`src/rtl/uart_rx.sv`:
```
// 8N1 UART receiver: synchronises the serial line, samples each bit at its centre
// and hands bytes to the host through a sticky ready flag plus FE/OE error flags.
module uart_rx #(
    parameter int CLKS_PER_BIT = 16
) (
    input  logic       clk,
    input  logic       rst_n,
    input  logic       UART_RXD,
    input  logic       UART_ACK_RX,
    output logic [7:0] UART_RxREG,
    output logic       UART_STA_RX,
    output logic       UART_ERR_FE,
    output logic       UART_ERR_OE,
    output logic       UART_BUSY_RX
);

    localparam int CNT_W = $clog2(CLKS_PER_BIT);
    localparam logic [CNT_W-1:0] HALF_LAST = CNT_W'(CLKS_PER_BIT / 2 - 1);
    localparam logic [CNT_W-1:0] FULL_LAST = CNT_W'(CLKS_PER_BIT - 1);

    typedef enum logic [2:0] {
        IDLE,
        START,
        DATA,
        STOP,
        BREAK
    } state_t;

    state_t           state;
    logic             rxd_meta;
    logic             rxd_s;
    logic [CNT_W-1:0] clk_cnt;
    logic [2:0]       bit_idx;
    logic [7:0]       shreg;
    logic             deliver;

    // The line is asynchronous to clk; it idles high, so the flops reset to 1.
    always_ff @(posedge clk or negedge rst_n) begin
        if (!rst_n) begin
            rxd_meta <= 1'b1;
            rxd_s    <= 1'b1;
        end else begin
            rxd_meta <= UART_RXD;
            rxd_s    <= rxd_meta;
        end
    end

    // Once the start bit is confirmed at its centre, every later sample lands a
    // full bit period on, i.e. in the middle of each data bit and the stop bit.
    always_ff @(posedge clk or negedge rst_n) begin
        if (!rst_n) begin
            state        <= IDLE;
            clk_cnt      <= '0;
            bit_idx      <= 3'd0;
            shreg        <= 8'h00;
            deliver      <= 1'b0;
            UART_RxREG   <= 8'h00;
            UART_STA_RX  <= 1'b0;
            UART_ERR_FE  <= 1'b0;
            UART_ERR_OE  <= 1'b0;
            UART_BUSY_RX <= 1'b0;
        end else begin
            deliver <= 1'b0;

            if (UART_ACK_RX) begin
                UART_STA_RX <= 1'b0;
                UART_ERR_FE <= 1'b0;
                UART_ERR_OE <= 1'b0;
            end

            // An ack arriving together with a new byte frees the register for it.
            if (deliver) begin
                if (!UART_STA_RX || UART_ACK_RX) begin
                    UART_RxREG  <= shreg;
                    UART_STA_RX <= 1'b1;
                end else begin
                    UART_ERR_OE <= 1'b1;
                end
            end

            case (state)
                IDLE: begin
                    if (!rxd_s) begin
                        state        <= START;
                        clk_cnt      <= '0;
                        UART_BUSY_RX <= 1'b1;
                    end
                end

                START: begin
                    if (clk_cnt == HALF_LAST) begin
                        clk_cnt <= '0;
                        if (!rxd_s) begin
                            state   <= DATA;
                            bit_idx <= 3'd0;
                        end else begin
                            state        <= IDLE;
                            UART_BUSY_RX <= 1'b0;
                        end
                    end else begin
                        clk_cnt <= clk_cnt + 1'b1;
                    end
                end

                DATA: begin
                    if (clk_cnt == FULL_LAST) begin
                        clk_cnt        <= '0;
                        shreg[bit_idx] <= rxd_s;
                        if (bit_idx == 3'd7) begin
                            state <= STOP;
                        end else begin
                            bit_idx <= bit_idx + 3'd1;
                        end
                    end else begin
                        clk_cnt <= clk_cnt + 1'b1;
                    end
                end

                // Leaving mid-stop-bit keeps a directly following start edge visible.
                STOP: begin
                    if (clk_cnt == FULL_LAST) begin
                        clk_cnt <= '0;
                        if (rxd_s) begin
                            state        <= IDLE;
                            deliver      <= 1'b1;
                            UART_BUSY_RX <= 1'b0;
                        end else begin
                            state       <= BREAK;
                            UART_ERR_FE <= 1'b1;
                        end
                    end else begin
                        clk_cnt <= clk_cnt + 1'b1;
                    end
                end

                BREAK: begin
                    if (rxd_s) begin
                        state        <= IDLE;
                        UART_BUSY_RX <= 1'b0;
                    end
                end

                default: begin
                    state        <= IDLE;
                    UART_BUSY_RX <= 1'b0;
                end
            endcase
        end
    end

endmodule

```
`config.mk`:
```
export PLATFORM = sky130hd
export DESIGN_NAME = uart_rx
export DESIGN_NICKNAME = d
export VERILOG_FILES = /design/src/rtl/uart_rx.sv
export SDC_FILE = /design/constraint.sdc
export NUM_CORES = 1
export LEC_CHECK = 0
export ABC_CLOCK_PERIOD_IN_PS = 2500
export CORE_MARGIN = 1
export CORE_UTILIZATION = 60
export CTS_CLUSTER_DIAMETER = 120
export DETAILED_ROUTE_END_ITERATION = 10
export DONT_BUFFER_PORTS = 1
export PLACE_DENSITY = 0.76
export SLEW_MARGIN = 5
export SYNTH_ARGS = -nofsm -noshare
export SYNTH_HDL_FRONTEND = slang
export SYNTH_SLANG_ARGS = --single-unit
```
`constraint.sdc`:
```
create_clock -name clk -period 2.5 [get_ports clk]
set_input_delay 0.5 -clock clk [delete_from_list [all_inputs] [get_ports clk]]
set_output_delay 0.5 -clock clk [all_outputs]
set_load 0.01 [all_outputs]
```
==> metrics.txt <==
# TYPE chip_impl_metric gauge
chip_impl_metric{name="ant_cells",unit=""} 0
chip_impl_metric{name="synth.avg_cell_area",unit="µm²"} 11.9
chip_impl_metric{name="vias",unit=""} 1045
chip_impl_metric{name="design.portCount",unit=""} 16
chip_impl_metric{name="mappedNetlistArea",unit="mm²"} 0.00155
chip_impl_metric{name="ys_types",unit=""} 39
chip_impl_metric{name="critical_path_peak_fanout",unit=""} 6
chip_impl_metric{name="cts.sinks",unit=""} 33
chip_impl_info{name="ys_dominant_reg_cell",value="sky130_fd_sc_hd__dfrtp_1"} 1
chip_impl_metric{name="clk_pin_slew",unit="ns"} 0.10
chip_impl_metric{name="fillers",unit=""} 177
chip_impl_info{name="cts_tree",value="done"} 1
chip_impl_metric{name="drt_first_iter_violations",unit=""} 22
chip_impl_metric{name="port-buffer-count",unit=""} 0
chip_impl_metric{name="htreeDepth",unit=""} 2
chip_impl_metric{name="yosys-mux-area-fraction",unit=""} 0.130
chip_impl_metric{name="seq_area_frac_synth",unit=""} 0.534
chip_impl_metric{name="leakage",unit="nW"} 0.757
chip_impl_info{name="most_frequent_standard_cell_in_the_layout_excluding_fill_and_tap_cells",value="sky130_fd_sc_hd__dfrtp_1"} 1
chip_impl_info{name="holdCritPathClass",value="in2reg"} 1
chip_impl_metric{name="floorplan.core_area",unit="mm²"} 0.00245
chip_impl_metric{name="post_synth_inst_count",unit=""} 130
chip_impl_metric{name="final_cycle_share",unit=""} 0.718
chip_impl_info{name="clock_tree.root_cell",value="sky130_fd_sc_hd__clkbuf_4"} 1
chip_impl_metric{name="slew_headroom",unit=""} 0.608
chip_impl_metric{name="synth_compound_area_frac",unit=""} 0.102
chip_impl_metric{name="multi_input_area",unit="µm²"} 661
chip_impl_metric{name="detail-route-antenna-nets",unit=""} 0
chip_impl_metric{name="synthToLayoutAreaGrowth",unit="%"} 6.05
chip_impl_metric{name="timing.critical_path.required",unit="ns"} 2.73
chip_impl_info{name="result_of_the_run",value="completed"} 1
chip_impl_metric{name="fp.dieW",unit="µm"} 52.9
chip_impl_metric{name="die_area",unit="mm²"} 0.00279
chip_impl_metric{name="sum_neg_setup_slack",unit="ns"} 0
chip_impl_metric{name="proportion_of_layout_cells_with_a_drive_suffix_above_1",unit=""} 0.205
chip_impl_metric{name="die_y",unit="µm"} 52.9
chip_impl_metric{name="placement_rows",unit=""} 18
chip_impl_metric{name="setup_viol_count_final",unit=""} 0
chip_impl_metric{name="routabilityCongestion",unit=""} 0.833
chip_impl_metric{name="drt_pass1_iterations",unit=""} 4
chip_impl_info{name="crit_type",value="reg2reg"} 1
chip_impl_metric{name="yosysWarnings",unit=""} 0
chip_impl_metric{name="synth_xor_area_frac",unit=""} 0.00565
chip_impl_metric{name="post_synth_simple_gate_area",unit=""} 0.164
chip_impl_metric{name="synth_enable_flop_cells",unit=""} 0
chip_impl_metric{name="grt_antenna_before_repair",unit=""} 0
chip_impl_info{name="crit_path_end_kind",value="flop"} 1
chip_impl_metric{name="finalHoldViolCount",unit=""} 0
chip_impl_info{name="commonest_cells_after_routing_fill_and_taps_aside",value="sky130_fd_sc_hd__dfrtp_1 (31), sky130_fd_sc_hd__mux2_2 (12), sky130_fd_sc_hd__o21ai_0 (8)"} 1
chip_impl_metric{name="min_tclk_post_route",unit="ns"} 1.80
chip_impl_metric{name="avgRoutedWirePerCell",unit="µm"} 16.7
chip_impl_metric{name="synth.top_cell.area_share",unit=""} 0.500
chip_impl_metric{name="totalWireLength",unit="mm"} 2.70
chip_impl_metric{name="post_dp_hpwl",unit="mm"} 1.86
chip_impl_metric{name="p_per_area",unit="mW/mm²"} 818
chip_impl_metric{name="post_drt_via_cell_ratio",unit=""} 6.45
chip_impl_info{name="synth_area_leader_cell",value="sky130_fd_sc_hd__dfrtp_1"} 1
chip_impl_metric{name="maxSlewViolCount",unit=""} 0
chip_impl_metric{name="cts_max_path_buffers",unit=""} 2
chip_impl_metric{name="synth_fa_ha_area_frac",unit=""} 0.0242
chip_impl_metric{name="fmaxAchievable",unit="MHz"} 557
chip_impl_metric{name="synth_nets",unit=""} 137
chip_impl_info{name="startpoint_type",value="flop"} 1
chip_impl_metric{name="post-cts-setup-buffer-count",unit=""} 0
chip_impl_metric{name="grt_max_degree",unit=""} 34
chip_impl_metric{name="drv.max_cap_violation_count",unit=""} 0
chip_impl_metric{name="worst_ep_arrival_time",unit="ns"} 2.03
chip_impl_metric{name="num-nets-final",unit=""} 138
chip_impl_metric{name="layout.area.seq",unit="µm²"} 828
chip_impl_metric{name="grt_use_total",unit=""} 0.236
chip_impl_info{name="rsz0062_at_grt",value="no"} 1
chip_impl_metric{name="synthArstFlopShare",unit=""} 1.00
chip_impl_metric{name="final.setup_skew",unit="ns"} 0.00721
chip_impl_metric{name="grt_first_pass_wirelength",unit="mm"} 4.57
chip_impl_metric{name="initial_core_util",unit=""} 0.632
chip_impl_metric{name="fin_total_pwr",unit="mW"} 1.35
chip_impl_metric{name="clk_latency",unit="ns"} 0.34
chip_impl_info{name="dominant_combinational_cell_family_by_area_after_synthesis",value="simple AND/OR/NAND/NOR gates"} 1
chip_impl_metric{name="cts-buffers-inserted",unit=""} 5
chip_impl_metric{name="drc_errors",unit=""} 0
chip_impl_metric{name="first_global_vias",unit=""} 1041
chip_impl_metric{name="power.ir.vdd_worst",unit="mV"} 0.778
chip_impl_metric{name="globalRouteOverflowTotal",unit=""} 0
chip_impl_metric{name="synth_seq_cells",unit=""} 33
chip_impl_metric{name="worst-slew-pin-transition",unit="ns"} 0.586
chip_impl_info{name="synth_area_leaders",value="sky130_fd_sc_hd__dfrtp_1 (50%), sky130_fd_sc_hd__mux2_2 (8.7%), sky130_fd_sc_hd__mux2_1 (3.6%)"} 1
-- metrics by stage --
stage,area (µm²),util,hold WS (ns),setup WS [ns],cells
3_5_place_dp,1550,0.629,0.205,0.727,152
6_report,1650,0.670,0.146,0.704,162
2_1_floorplan,1550,-,0.204,0.869,130
3_3_place_gp,1550,0.629,0.205,0.810,152
4_1_cts,1650,0.670,0.131,0.710,162
5_1_grt,1650,0.670,0.122,0.545,162
-- critical path: stages, from the launching register on --
cell	delay, ns
sky130_fd_sc_hd__dfrtp_1	0.45
sky130_fd_sc_hd__ha_1	0.23
sky130_fd_sc_hd__ha_1	0.21
sky130_fd_sc_hd__nor4bb_1	0.27
sky130_fd_sc_hd__o2111ai_1	0.22
sky130_fd_sc_hd__mux2_2	0.31
-- power breakdown --
part	internal [mW]	total (mW)	switching, mW
registers	0.598	0.726	0.128
clock network	0.163	0.334	0.171
logic	0.134	0.285	0.151
total	0.895	1.35	0.451
-- metal layers --
layer  track usage  routed length [µm]
met2         0.363                1360
met1         0.295                1160
met5             0                   0
met3        0.0805                 148
met4         0.114                  29
-- registers in the layout, summed over array words and instances (netlist names) --
register      count
rxd_s             1
bit_idx           3
UART_RxREG        8
deliver           1
clk_cnt           4
UART_ERR_FE       1
UART_ERR_OE       1
UART_STA_RX       1
shreg             8
state             3
UART_BUSY_RX      1
rxd_meta          1
-- cell type report --
type	count	area share
clock buffers	7	0.0395
well taps	30	0.0228
repair buffers	2	0.0183
multi-input cells	84	0.402
inverters	5	0.0114
clock inverters	1	0.00304
flip-flops and latches	33	0.503
-- cell families (layout without fill, tap and decap cells) --
group / count (synthesis) / count (layout)
AND/OR/NAND/NOR: 39 / 39
multiplexers: 18 / 18
AO/OA/AOI/OAI: 23 / 23
buffers and inverters: 13 / 15
adder cells (fa/ha/maj): 3 / 3
flip-flops: 33 / 33
XOR/XNOR: 1 / 1
-- synth_stat cells (3+ instances only) --
master                     instances
sky130_fd_sc_hd__mux2_1            5
sky130_fd_sc_hd__nor2_1            7
sky130_fd_sc_hd__nor3b_1           3
sky130_fd_sc_hd__nand3_1           6
sky130_fd_sc_hd__nor4_1            4
sky130_fd_sc_hd__o211ai_1          3
sky130_fd_sc_hd__nand2b_1          4
sky130_fd_sc_hd__o21ai_0           8
sky130_fd_sc_hd__dfrtp_1          31
sky130_fd_sc_hd__mux2_2           12
sky130_fd_sc_hd__buf_2             5
sky130_fd_sc_hd__ha_1              3
sky130_fd_sc_hd__inv_1             5
-- what timing repair did --
| action | 4_1_cts | 5_1_grt |
|---|---|---|
| resized for setup | 0 | 0 |
| endpoints found under the hold margin | 33 | 0 |
| hold buffers | 2 | 0 |
-- final timing paths --
| check | cells after the start | start | to | slack [ns] |
|---|---|---|---|---|
| worst max-delay path | 5 | bit_idx[0]$_DFFE_PN0P_ | bit_idx[0]$_DFFE_PN0P_ | 0.70 |
| worst min-delay path | 0 | UART_RXD | rxd_meta$_DFF_PN1_ | 0.15 |
| worst max register to register | 5 | bit_idx[0]$_DFFE_PN0P_ | bit_idx[0]$_DFFE_PN0P_ | 0.70 |
| worst min register to register | 0 | rxd_meta$_DFF_PN1_ | rxd_s$_DFF_PN1_ | 0.36 |
| max in group asynchronous | 2 | rst_n | rxd_s$_DFF_PN1_ | 1.66 |
| min in group asynchronous | 2 | rst_n | shreg[1]$_DFFE_PN0P_ | 0.61 |
No activity file was read; power rests on OpenSTA's default activity.
